$ cat src/rtl/ncl_fullword_capture.sv
// ncl_fullword_capture
// Clocked consumer for a 32-bit dual-rail full-word-completeness counter.
// It spots complete DATA and complete NULL wavefronts on the sum and carry
// rails, returns the completion/acknowledge to the counter, and queues each
// DATA wavefront as a Boolean word in a small valid/ready FIFO.
module ncl_fullword_capture #(
    parameter int WIDTH       = 32,
    parameter int DEPTH       = 4,
    parameter int SYNC_STAGES = 2
) (
    input  logic                       clk,
    input  logic                       init_n,
    input  logic [2*WIDTH-1:0]         sum_dr,
    input  logic [1:0]                 cout_dr,
    output logic                       ack,
    output logic                       out_valid,
    input  logic                       out_ready,
    output logic [WIDTH-1:0]           out_data,
    output logic                       out_cout,
    output logic [$clog2(DEPTH):0]     level,
    output logic                       illegal_err
);

    localparam int AW = $clog2(DEPTH);
    localparam int LW = AW + 1;
    localparam logic [AW-1:0] PTR_ONE  = {{(AW-1){1'b0}}, 1'b1};
    localparam logic [LW-1:0] LVL_ONE  = {{(LW-1){1'b0}}, 1'b1};
    localparam logic [LW-1:0] LVL_FULL = LW'(DEPTH);

    typedef enum logic {
        WAIT_DATA = 1'b0,
        WAIT_NULL = 1'b1
    } state_t;

    state_t                  state_r;
    logic                    ack_r;
    logic                    illegal_r;
    logic [SYNC_STAGES-1:0]  data_sync_r;
    logic [SYNC_STAGES-1:0]  null_sync_r;
    logic [WIDTH:0]          mem_r [DEPTH];
    logic [AW-1:0]           wr_ptr_r;
    logic [AW-1:0]           rd_ptr_r;
    logic [LW-1:0]           level_r;
    logic                    valid_r;

    logic                    data_cmp_s;
    logic                    null_cmp_s;
    logic                    illegal_s;
    logic [WIDTH-1:0]        word_s;
    logic                    data_s;
    logic                    null_s;
    logic                    full_s;
    logic                    push_s;
    logic                    pop_s;
    logic [LW-1:0]           level_next_s;
    logic [WIDTH:0]          head_s;

    // Wavefront detection and rail1 extraction over the sum pairs plus carry pair
    always_comb begin
        data_cmp_s = cout_dr[1] | cout_dr[0];
        null_cmp_s = ~(cout_dr[1] | cout_dr[0]);
        illegal_s  = cout_dr[1] & cout_dr[0];
        word_s     = '0;
        for (int k = 0; k < WIDTH; k++) begin
            data_cmp_s = data_cmp_s & (sum_dr[2*k+1] | sum_dr[2*k]);
            null_cmp_s = null_cmp_s & ~(sum_dr[2*k+1] | sum_dr[2*k]);
            illegal_s  = illegal_s | (sum_dr[2*k+1] & sum_dr[2*k]);
            word_s[k]  = sum_dr[2*k+1];
        end
    end

    // Synchronise both completion detectors into the capture clock domain
    always_ff @(posedge clk or negedge init_n) begin
        if (!init_n) begin
            data_sync_r <= '0;
            null_sync_r <= '0;
        end else begin
            data_sync_r <= {data_sync_r[SYNC_STAGES-2:0], data_cmp_s};
            null_sync_r <= {null_sync_r[SYNC_STAGES-2:0], null_cmp_s};
        end
    end

    // Capture happens on the WAIT_DATA->WAIT_NULL edge so ack and the new
    // FIFO head appear one cycle after the synchronised DATA indication.
    // The full decision looks only at the registered level, so a pop in
    // the same cycle cannot make room for this push.
    always_comb begin
        data_s = data_sync_r[SYNC_STAGES-1];
        null_s = null_sync_r[SYNC_STAGES-1];
        full_s = (level_r == LVL_FULL);
        push_s = (state_r == WAIT_DATA) && data_s && !full_s;
        pop_s  = valid_r && out_ready;
    end

    // Handshake FSM with registered ack and sticky illegal-encoding flag
    always_ff @(posedge clk or negedge init_n) begin
        if (!init_n) begin
            state_r   <= WAIT_DATA;
            ack_r     <= 1'b0;
            illegal_r <= 1'b0;
        end else begin
            case (state_r)
                WAIT_DATA: begin
                    if (push_s) begin
                        state_r <= WAIT_NULL;
                        ack_r   <= 1'b1;
                        if (illegal_s) begin
                            illegal_r <= 1'b1;
                        end
                    end
                end
                WAIT_NULL: begin
                    if (null_s) begin
                        state_r <= WAIT_DATA;
                        ack_r   <= 1'b0;
                    end
                end
                default: begin
                    state_r <= WAIT_DATA;
                    ack_r   <= 1'b0;
                end
            endcase
        end
    end

    // Next FIFO occupancy from the push/pop pair
    always_comb begin
        case ({push_s, pop_s})
            2'b10:   level_next_s = level_r + LVL_ONE;
            2'b01:   level_next_s = level_r - LVL_ONE;
            default: level_next_s = level_r;
        endcase
    end

    // FIFO pointers, occupancy and head-valid flag
    always_ff @(posedge clk or negedge init_n) begin
        if (!init_n) begin
            wr_ptr_r <= '0;
            rd_ptr_r <= '0;
            level_r  <= '0;
            valid_r  <= 1'b0;
        end else begin
            if (push_s) begin
                wr_ptr_r <= wr_ptr_r + PTR_ONE;
            end
            if (pop_s) begin
                rd_ptr_r <= rd_ptr_r + PTR_ONE;
            end
            level_r <= level_next_s;
            valid_r <= (level_next_s != '0);
        end
    end

    // FIFO storage; contents are don't-care while the slot is unoccupied
    always_ff @(posedge clk) begin
        if (push_s) begin
            mem_r[wr_ptr_r] <= {cout_dr[1], word_s};
        end
    end

    // Present the head entry, forced to zero while the FIFO is empty
    always_comb begin
        if (valid_r) begin
            head_s = mem_r[rd_ptr_r];
        end else begin
            head_s = '0;
        end
    end

    assign ack         = ack_r;
    assign out_valid   = valid_r;
    assign out_data    = head_s[WIDTH-1:0];
    assign out_cout    = head_s[WIDTH];
    assign level       = level_r;
    assign illegal_err = illegal_r;

endmodule
$ cat config.mk
export PLATFORM = sky130hd
export DESIGN_NAME = ncl_fullword_capture
export DESIGN_NICKNAME = d
export VERILOG_FILES = /design/src/rtl/ncl_fullword_capture.sv
export SDC_FILE = /design/constraint.sdc
export NUM_CORES = 1
export LEC_CHECK = 0
export CORE_ASPECT_RATIO = 0.6
export CORE_MARGIN = 1.5
export CORE_UTILIZATION = 34
export CTS_CLUSTER_DIAMETER = 150
export DETAILED_ROUTE_END_ITERATION = 10
export PLACE_DENSITY = 0.61
export SYNTH_ARGS = -nofsm -noshare
export SYNTH_HDL_FRONTEND = slang
export SYNTH_SLANG_ARGS = --single-unit
$ cat constraint.sdc
create_clock -name clk -period 2.37 [get_ports clk]
set_input_delay 0.474 -clock clk [delete_from_list [all_inputs] [get_ports clk]]
set_output_delay 0.474 -clock clk [all_outputs]
set_load 0.05 [all_outputs]
==> impl_metrics.yaml <==
clock_tree:
  clock_path_buffers: 2
  cts_sinks: 147
  clockRootBuffer: "clkbuf_16"
  path_clk_slew_ns: 0.06
  clk-insertion-delay-late_ns: 0.43
  cts_tree: "built"
  h-tree-depth: 4
  numCtsBuffers: 17
setup_path:
  r2r_setup_slack_ns: 0.19
  cp-startpoint: "rd_ptr_r[0]"
  crit_path_start_kind: "flop"
  endpoint_kind: "output pin"
  arrival_ns: 1.95
  cp.required_ns: 1.90
  crit_end: "out_data[10]"
  r2r_start: "level[1]"
  crit_fanout: 7
  critPathKind: "reg2out"
  reg2reg_to: "out_valid"
  ff2ff_path_depth: 10
routing:
  ant_nets: 0
  drc: 0
  drt_iter0_drc: 297
  firstDrtPassIters: 4
  avgViaCountPerCell: 5.07
  vias: 3709
  wl_per_cell_um: 21.5
  routed_wl_um: 15700
power_and_ir_drop:
  p_leak_uw: 0.00305
  power.total_uw: 10500
  ir_drop_mv: 0.855
  power.density_nw_per_um2: 1210
yosys:
  syn_nets: 411
  synth.avg_cell_area_um2: 18.2
  ys_async_sr_fraction_pct: 10.2
  yosysUniqueCellTypes: 31
  ys_seq_area_share_pct: 71.0
  syn-instance-count: 336
  synth_edf_count: 132
  syn_area_um2: 6110
  synthFlopType: "edfxtp_1"
  ys_ff_latch: 147
  yosys_warnings: 0
min_path:
  worstHoldPathType: "reg2reg"
  hold_start: "data_sync_r[0]"
timing:
  worst_pin_slew_ns: 0.687
  min_period_over_period_pct: 102
  fmax_mhz: 412
  rsz0062_at_grt: "yes"
  relSlewSlack_pct: 54.1
  setup_viol: 30
  clock_skew_ns: 0.0158
  setup_tns_ns: -1.11
  finalHoldViolCount: 0
  maxSlewViolCount: 0
  worst_slack_ns: -0.0559
  layout_min_cycle_time_ns: 2.43
placed_design:
  dpl.hpwl_um: 10700
  gp_congestion: 0.978
  place_area_um2: 7910
  io_buffers: 107
global_routing:
  grt_pass1_vias: 3881
  grt.total_usage_pct: 17.7
  grt.overflow.total: 0
  grt_max_degree: 35
  grt_antenna_before_repair: 0
  grt_pass1_wl_um: 23400
cells_and_area:
  fin_area_um2: 8700
  register_area_um2: 4340
  fillCellCount: 1439
  nets: 559
  area_delta_synth_final_pct: 42.4
  final_common_cell: "edfxtp_1"
  antenna_cells: 0
  multiInputGateArea_um2: 1720
  layout_common_cells: "132 x edfxtp_1, 73 x clkdlybuf4s50_1, 37 x buf_12"
  drive_gt1_share_pct: 33.8
die:
  rows: 37
  die_w_um: 176
  initial_core_util_pct: 35.2
  ios: 108
  die_area_um2: 18800
  die_h_um: 107
  core_area_um2: 17400
status:
  outcome: "finished, violations left"
  violations: "setup timing"
flow_run:
  max_cap_violations: 0
## area by class of cell
| class | instances | share of cell area, % |
|---|---|---|
| tap | 234 | 3.36 |
| clock inverter | 15 | 1.81 |
| inverter | 8 | 0.345 |
| multi-input combinational | 170 | 19.8 |
| sequential | 147 | 49.9 |
| clock buffer | 17 | 4.89 |
| timing repair buffer | 140 | 19.9 |
## state kept, by name (all words and copies together), names as in the netlist
| register | cells |
|---|---|
| wr_ptr_r | 2 |
| ack | 1 |
| out_valid | 1 |
| illegal_err | 1 |
| mem_r | 132 |
| rd_ptr_r | 2 |
| data_sync_r | 2 |
| state_r | 1 |
| level | 3 |
| null_sync_r | 2 |
## cell usage after synthesis, types with 4 or more instances
| library cell | count | area share, % |
|---|---|---|
| dfrtp_1 | 15 | 6.1 |
| nor4_1 | 12 | 1.2 |
| ha_1 | 5 | 1.0 |
| inv_1 | 8 | 0.49 |
| nor2_1 | 25 | 1.5 |
| mux4_1 | 5 | 2.1 |
| edfxtp_1 | 132 | 65 |
| mux4_2 | 28 | 10 |
| and2_1 | 38 | 3.9 |
| a221oi_1 | 6 | 0.86 |
| a22oi_1 | 4 | 0.49 |
| nand4_1 | 9 | 0.92 |
| a22o_1 | 6 | 0.86 |
| clkbuf_1 | 4 | 0.25 |
| nand2_1 | 6 | 0.37 |
| o22ai_1 | 5 | 0.51 |
## worst min-delay path by stage
stage                           to  slack (ns)  cells past startpoint
floorplan                      ack        0.18                      0
global placement    data_sync_r[1]        0.33                      0
detailed placement  data_sync_r[1]        0.34                      0
CTS                 data_sync_r[1]        0.36                      0
global route        data_sync_r[1]        0.36                      0
finish              data_sync_r[1]        0.36                      0
## metal layers
metal  wire length, um  global-route usage (%)  part of all wire [%]  vias to the layer above
li1                  -                       -                     -                     1652
met1              6840                    23.5                    44                     1924
met2              7650                    28.1                    49                      115
met3               964                    4.57                   6.1                       18
met4               229                    6.53                   1.5                        0
met5                 0                       0                     0                        -
## where the power goes
part | leakage (uW) | switching [uW] | internal, uW
Sequential | 0.00138 | 53.0 | 2880
Clock | 0.000279 | 1080 | 1560
Combinational | 0.00139 | 2430 | 2550
Total | 0.00305 | 3560 | 6980
## what timing repair did
| item | 4_1_cts | 5_1_grt |
|---|---|---|
| gates resized for setup | 39 | 4 |
| endpoints found under the hold margin | 0 | 0 |
| cloned | 1 | 1 |
| hold buffers | 0 | 0 |
| setup buffers | 5 | 2 |
| endpoints found under the setup margin | 33 | 33 |
## cells by family (layout without fill, tap and decap cells)
family	count (synthesis)	after routing	share of synthesized area [%]
AO/OA/AOI/OAI	27	27	3.46
XOR/XNOR	6	6	0.860
adder cells (fa/ha/maj)	6	6	1.35
buffers and inverters	19	180	2.15
flip-flops	147	147	71.0
multiplexers	33	33	12.5
AND/OR/NAND/NOR	98	98	8.72
## per-stage QoR
step / hold WS [ns] / utilization [%] / setup slack [ns] / instances
floorplan: 0.178 / - / 0.0332 / 336
CTS: 0.357 / 50.0 / -0.113 / 729
detailed placement: 0.341 / 45.6 / -0.106 / 691
global placement: 0.333 / 45.6 / -0.0334 / 691
global route: 0.361 / 50.1 / -0.111 / 731
finish: 0.361 / 50.1 / -0.0559 / 731
## worst max-delay path: stages (launching register included)
cell and delay, ns:
dfrtp_2 0.41, buf_12 0.14, buf_12 0.13, mux4_2 0.51
and2_4 0.18, buf_12 0.14
Power figures use the tool's default switching activity.
==> RTL edit 1, RTL diff (same flow settings) <==
`DEPTH`: 4 -> 8.
--- a/src/rtl/ncl_fullword_capture.sv
+++ b/src/rtl/ncl_fullword_capture.sv
@@ -5,7 +5,7 @@
 // DATA wavefront as a Boolean word in a small valid/ready FIFO.
 module ncl_fullword_capture #(
     parameter int WIDTH       = 32,
-    parameter int DEPTH       = 4,
+    parameter int DEPTH       = 8,
     parameter int SYNC_STAGES = 2
 ) (
     input  logic                       clk,
Ports: changed (resized level); port bits go from 108 to 109. The function was not compared with the original's and may differ.
==> RTL edit 1 against the unedited design <==
The flow still finishes with violations (negative setup slack). Power increased by 69%. Worst setup slack got worse by 0.36 ns. Combinational power rose by 61%. Wire length rose by 90%. Clock skew is 0.0032 ns higher. Global-route usage grew 0.056 points. Final cell count grew 68%. Sequential power is 92% higher. Synthesized area is 86% higher. Via count up 69%. Sequential cell count grew 135. Design area up 71%. Largest cell class unchanged.
==> RTL edit 1: results <==
set metrics [dict create \
    synth.mux.area_fraction_pct 16.39 \
    skew_ns 0.01906 \
    yosys-top-cells-area "edfxtp_1, mux4_2, dfrtp_1, mux2i_1, nor2b_1" \
    ff2ff_setup_slack_ns -0.11 \
    async_flop_share_pct 6.383 \
    synth_cells 570 \
    cts-buffers-inserted 26 \
    met3_length_um 1941 \
    wl_met2_um 14230 \
    dp_hpwl_um 19520 \
    leakagePower_nw 4.981 \
    clock_path_buffers 3 \
    r2r_start "level[0]$_DFF_PN0_" \
    reg2reg_depth 10 \
    final.setup.worst_slack_ns -0.4181 \
    seq_area_frac_synth_pct 73.70 \
    synth_xor_area_share_pct 0.5393 \
    synth_common_cells "edfxtp_1, mux4_2, nor2_1, mux2i_1, nor2b_1" \
    wirelength_met1_um 12940 \
    insertion_delay_ns 0.55 \
    htreeDepth 1 \
    drive_above_1_share_pct 32.69 \
    drt_pre_antenna_iters 6 \
    vias 6286 \
    syn-num-nets 645 \
    status "finished, violations left" \
    crit_arrival_ns 2.31 \
    grt_use_met2_pct 29.24 \
    drt_iter0_drc 553 \
    largest_reg_flops 264 \
    finalSetupViolCount 34 \
    synthAdderAreaFrac_pct 0.7264 \
    pre_cts_slack_ns -0.1715 \
    nets 834 \
    place_area_sq_mm 0.01352 \
    synth-compound-area-share_pct 1.662 \
    violations "negative setup slack" \
    avgRoutedWirePerCell_um 24.33 \
    grt_usage_pct 17.75 \
    fillers 2824 \
    relSlewSlack_pct 62.85 \
    setup-tns-final_ns -11.57 \
    met3_usage_pct 3.646 \
    grt_max_degree 37 \
    portBuffers 108 \
]
==> RTL edit 1: power breakdown <==
part | internal, mW | switching, mW | total, mW
Clock | 2.41 | 1.78 | 4.19
Combinational | 3.57 | 4.46 | 8.03
Sequential | 5.53 | 0.0947 | 5.62
Total | 11.5 | 6.34 | 17.8
==> RTL edit 1: timing repair <==
| item | 4_1_cts | 5_1_grt |
|---|---|---|
| setup buffers | 10 | 7 |
| gates cloned | 2 | 1 |
| pin swaps | 5 | 3 |
| gates resized for setup | 49 | 18 |
| setup endpoints to repair | 35 | 39 |
==> RTL edit 1: how the worst min path moves through the flow <==
| stage | slack [ns] | cells past startpoint | endpoint | from |
|---|---|---|---|---|
| after detailed placement | 0.34 | 0 | data_sync_r[1]$_DFF_PN0_ | data_sync_r[0]$_DFF_PN0_ |
| after floorplan | 0.18 | 0 | ack$_DFFE_PN0P_ | init_n |
| after global routing | 0.27 | 2 | ack$_DFFE_PN0P_ | init_n |
| after CTS | 0.24 | 2 | ack$_DFFE_PN0P_ | init_n |
| final | 0.25 | 2 | ack$_DFFE_PN0P_ | init_n |
| after global placement | 0.36 | 0 | null_sync_r[1]$_DFF_PN0_ | null_sync_r[0]$_DFF_PN0_ |
==> RTL edit 1: cell type report <==
type	count	area, sq um	area share, %
multi-input cells	258	3042	20.50
repair buffers	185	1978	13.33
clock inverters	13	145.1	0.9780
inverters	6	25.02	0.1686
clock buffers	33	698.2	4.704
flip-flops and latches	282	8389	56.53
well taps	450	563.0	3.794
==> RTL edit 1: worst max-delay path: stages (launching register included) <==
cell       delay (ns)
dfrtp_4          0.51
buf_4            0.18
clkbuf_16        0.16
mux4_2           0.49
mux2i_1          0.18
nor2b_1          0.08
buf_6            0.15
==> RTL edit 2, RTL diff (same settings) <==
Without the edit above. Put one more register stage on the output `level`, without a reset. The value now appears one clock later. The other outputs are not delayed to match. Comments in the files are not updated.
--- a/src/rtl/ncl_fullword_capture.sv
+++ b/src/rtl/ncl_fullword_capture.sv
@@ -171,7 +171,9 @@
     assign out_valid   = valid_r;
     assign out_data    = head_s[WIDTH-1:0];
     assign out_cout    = head_s[WIDTH];
-    assign level       = level_r;
+    always_ff @(posedge clk) begin
+        level <= level_r;
+    end
     assign illegal_err = illegal_r;
 
 endmodule
Check against the original RTL: not equivalent (a bounded check fails within 4 cycles, from zero or initial values).
==> RTL edit 2 against the unedited design <==
The flow still finishes with violations (negative setup slack). Sequential cell count up 3. Wire length barely moved. Design area increased by 0.68%. Die area increased by 0.96%. Critical endpoint is now out_data[27]. Highest routed layer unchanged. Synthesized area rose by 0.98%. Power is 1.9% higher. First-iteration DRC count is 52% higher. Critical path depth unchanged. Final cell count grew 0.14%. Worst setup slack better by 0.0058 ns. Largest power group unchanged.
==> RTL edit 2: results <==
set metrics [dict create \
    dp.cells 693 \
    portBuffers 107 \
    async_flop_share_pct 10.00 \
    worstPathMaxFanout 8 \
    post-cts-setup-buffer-count 4 \
    syn-num-nets 414 \
    pre_cts_slack_ns -0.09135 \
    finalSetupViolCount 25 \
    setup-tns-final_ns -0.6549 \
    drt_pre_antenna_iters 6 \
    worst_pin_slew_ns 0.7075 \
    avgSynthCellArea_sq_um 18.21 \
    final.setup.worst_slack_ns -0.05013 \
    synth-compound-area-share_pct 3.426 \
    place_area_sq_mm 0.007931 \
    synthAdderAreaFrac_pct 1.338 \
    drive_above_1_share_pct 31.93 \
    grt_usage_pct 17.23 \
    violations "negative setup slack" \
    finalWirelength_um 15700 \
    synth_xor_area_share_pct 0.8514 \
    fillers 1416 \
    synth_cell_types 32 \
    ys.flop_type "edfxtp_1" \
    p_int_mw 7.259 \
    drt_iter0_drc 452 \
    clock_power_share_pct 25.9 \
    dp_hpwl_um 10820 \
    nets 561 \
    multiInputGateArea_sq_mm 0.001708 \
    avgRoutedWirePerCell_um 21.45 \
    htreeDepth 4 \
    seq_area_frac_synth_pct 71.28 \
    vdd_drop_max_uv 693.0 \
    cts_resized 30 \
    insertion_delay_ns 0.41 \
    clock_path_buffers 2 \
    grt_pass1_vias 3873 \
    pwr_density_cell_mw_per_mm2 1227 \
    grt_first_pass_wirelength_um 23450 \
    synth.mux.area_fraction_pct 12.35 \
    leakagePower_nw 3.091 \
    status "finished, violations left" \
    routabilityCongestion 0.9555 \
    antenna_found_initial 0 \
    vias 3836 \
    yosys-top-cells-area "edfxtp_1, mux4_2, dfrtp_1, and2_1, mux4_1" \
    skew_ns 0.007187 \
    comb_power_mw 4.96 \
    whs_path_depth 0 \
]
## RTL edit 2: cell families (layout without fill, tap and decap cells)
group | count (synthesis) | count (layout)
compound gates | 27 | 27
xor+xnor | 6 | 6
fa+ha+maj | 6 | 6
buf+inv | 19 | 178
flops | 150 | 150
mux | 33 | 33
simple gates | 98 | 98
## RTL edit 2: worst max-delay path, stage by stage, from the launching register on
cell and delay, ns:
dfrtp_2 0.41, buf_4 0.13, clkbuf_16 0.16, mux4_2 0.50, and2_4 0.19, buf_12 0.14
## RTL edit 2: path summary, 6_finish.rpt
kind	start	endpoint	slack, ns
min in group asynchronous	init_n	out_valid$_DFF_PN0_	0.49
worst min register to register	null_sync_r[0]$_DFF_PN0_	null_sync_r[1]$_DFF_PN0_	0.38
worst max-delay path	rd_ptr_r[0]$_DFFE_PN0P_	out_data[27]	-0.05
max in group asynchronous	init_n	rd_ptr_r[0]$_DFFE_PN0P_	1.39
worst max register to register	level_r[0]$_DFF_PN0_	out_valid$_DFF_PN0_	0.22
worst min-delay path	null_sync_r[0]$_DFF_PN0_	null_sync_r[1]$_DFF_PN0_	0.38
## RTL edit 2: final cells by class
class | count | share of cell area (%)
sequential | 150 | 50.22
timing repair buffer | 139 | 19.65
multi-input combinational | 170 | 19.49
clock buffer | 17 | 4.855
tap | 234 | 3.341
clock inverter | 14 | 2.099
inverter | 8 | 0.3427
## RTL edit 2: layer usage
| layer | part of all wire [%] | global-route usage [%] | up-vias | routed length [um] |
|---|---|---|---|---|
| met5 | 0 | 0 | - | 0 |
| met2 | 48 | 26.81 | 207 | 7463 |
| met4 | 1.5 | 5.993 | 0 | 234 |
| met3 | 8.0 | 3.531 | 38 | 1262 |
| li1 | - | - | 1668 | - |
| met1 | 43 | 24.07 | 1923 | 6740 |
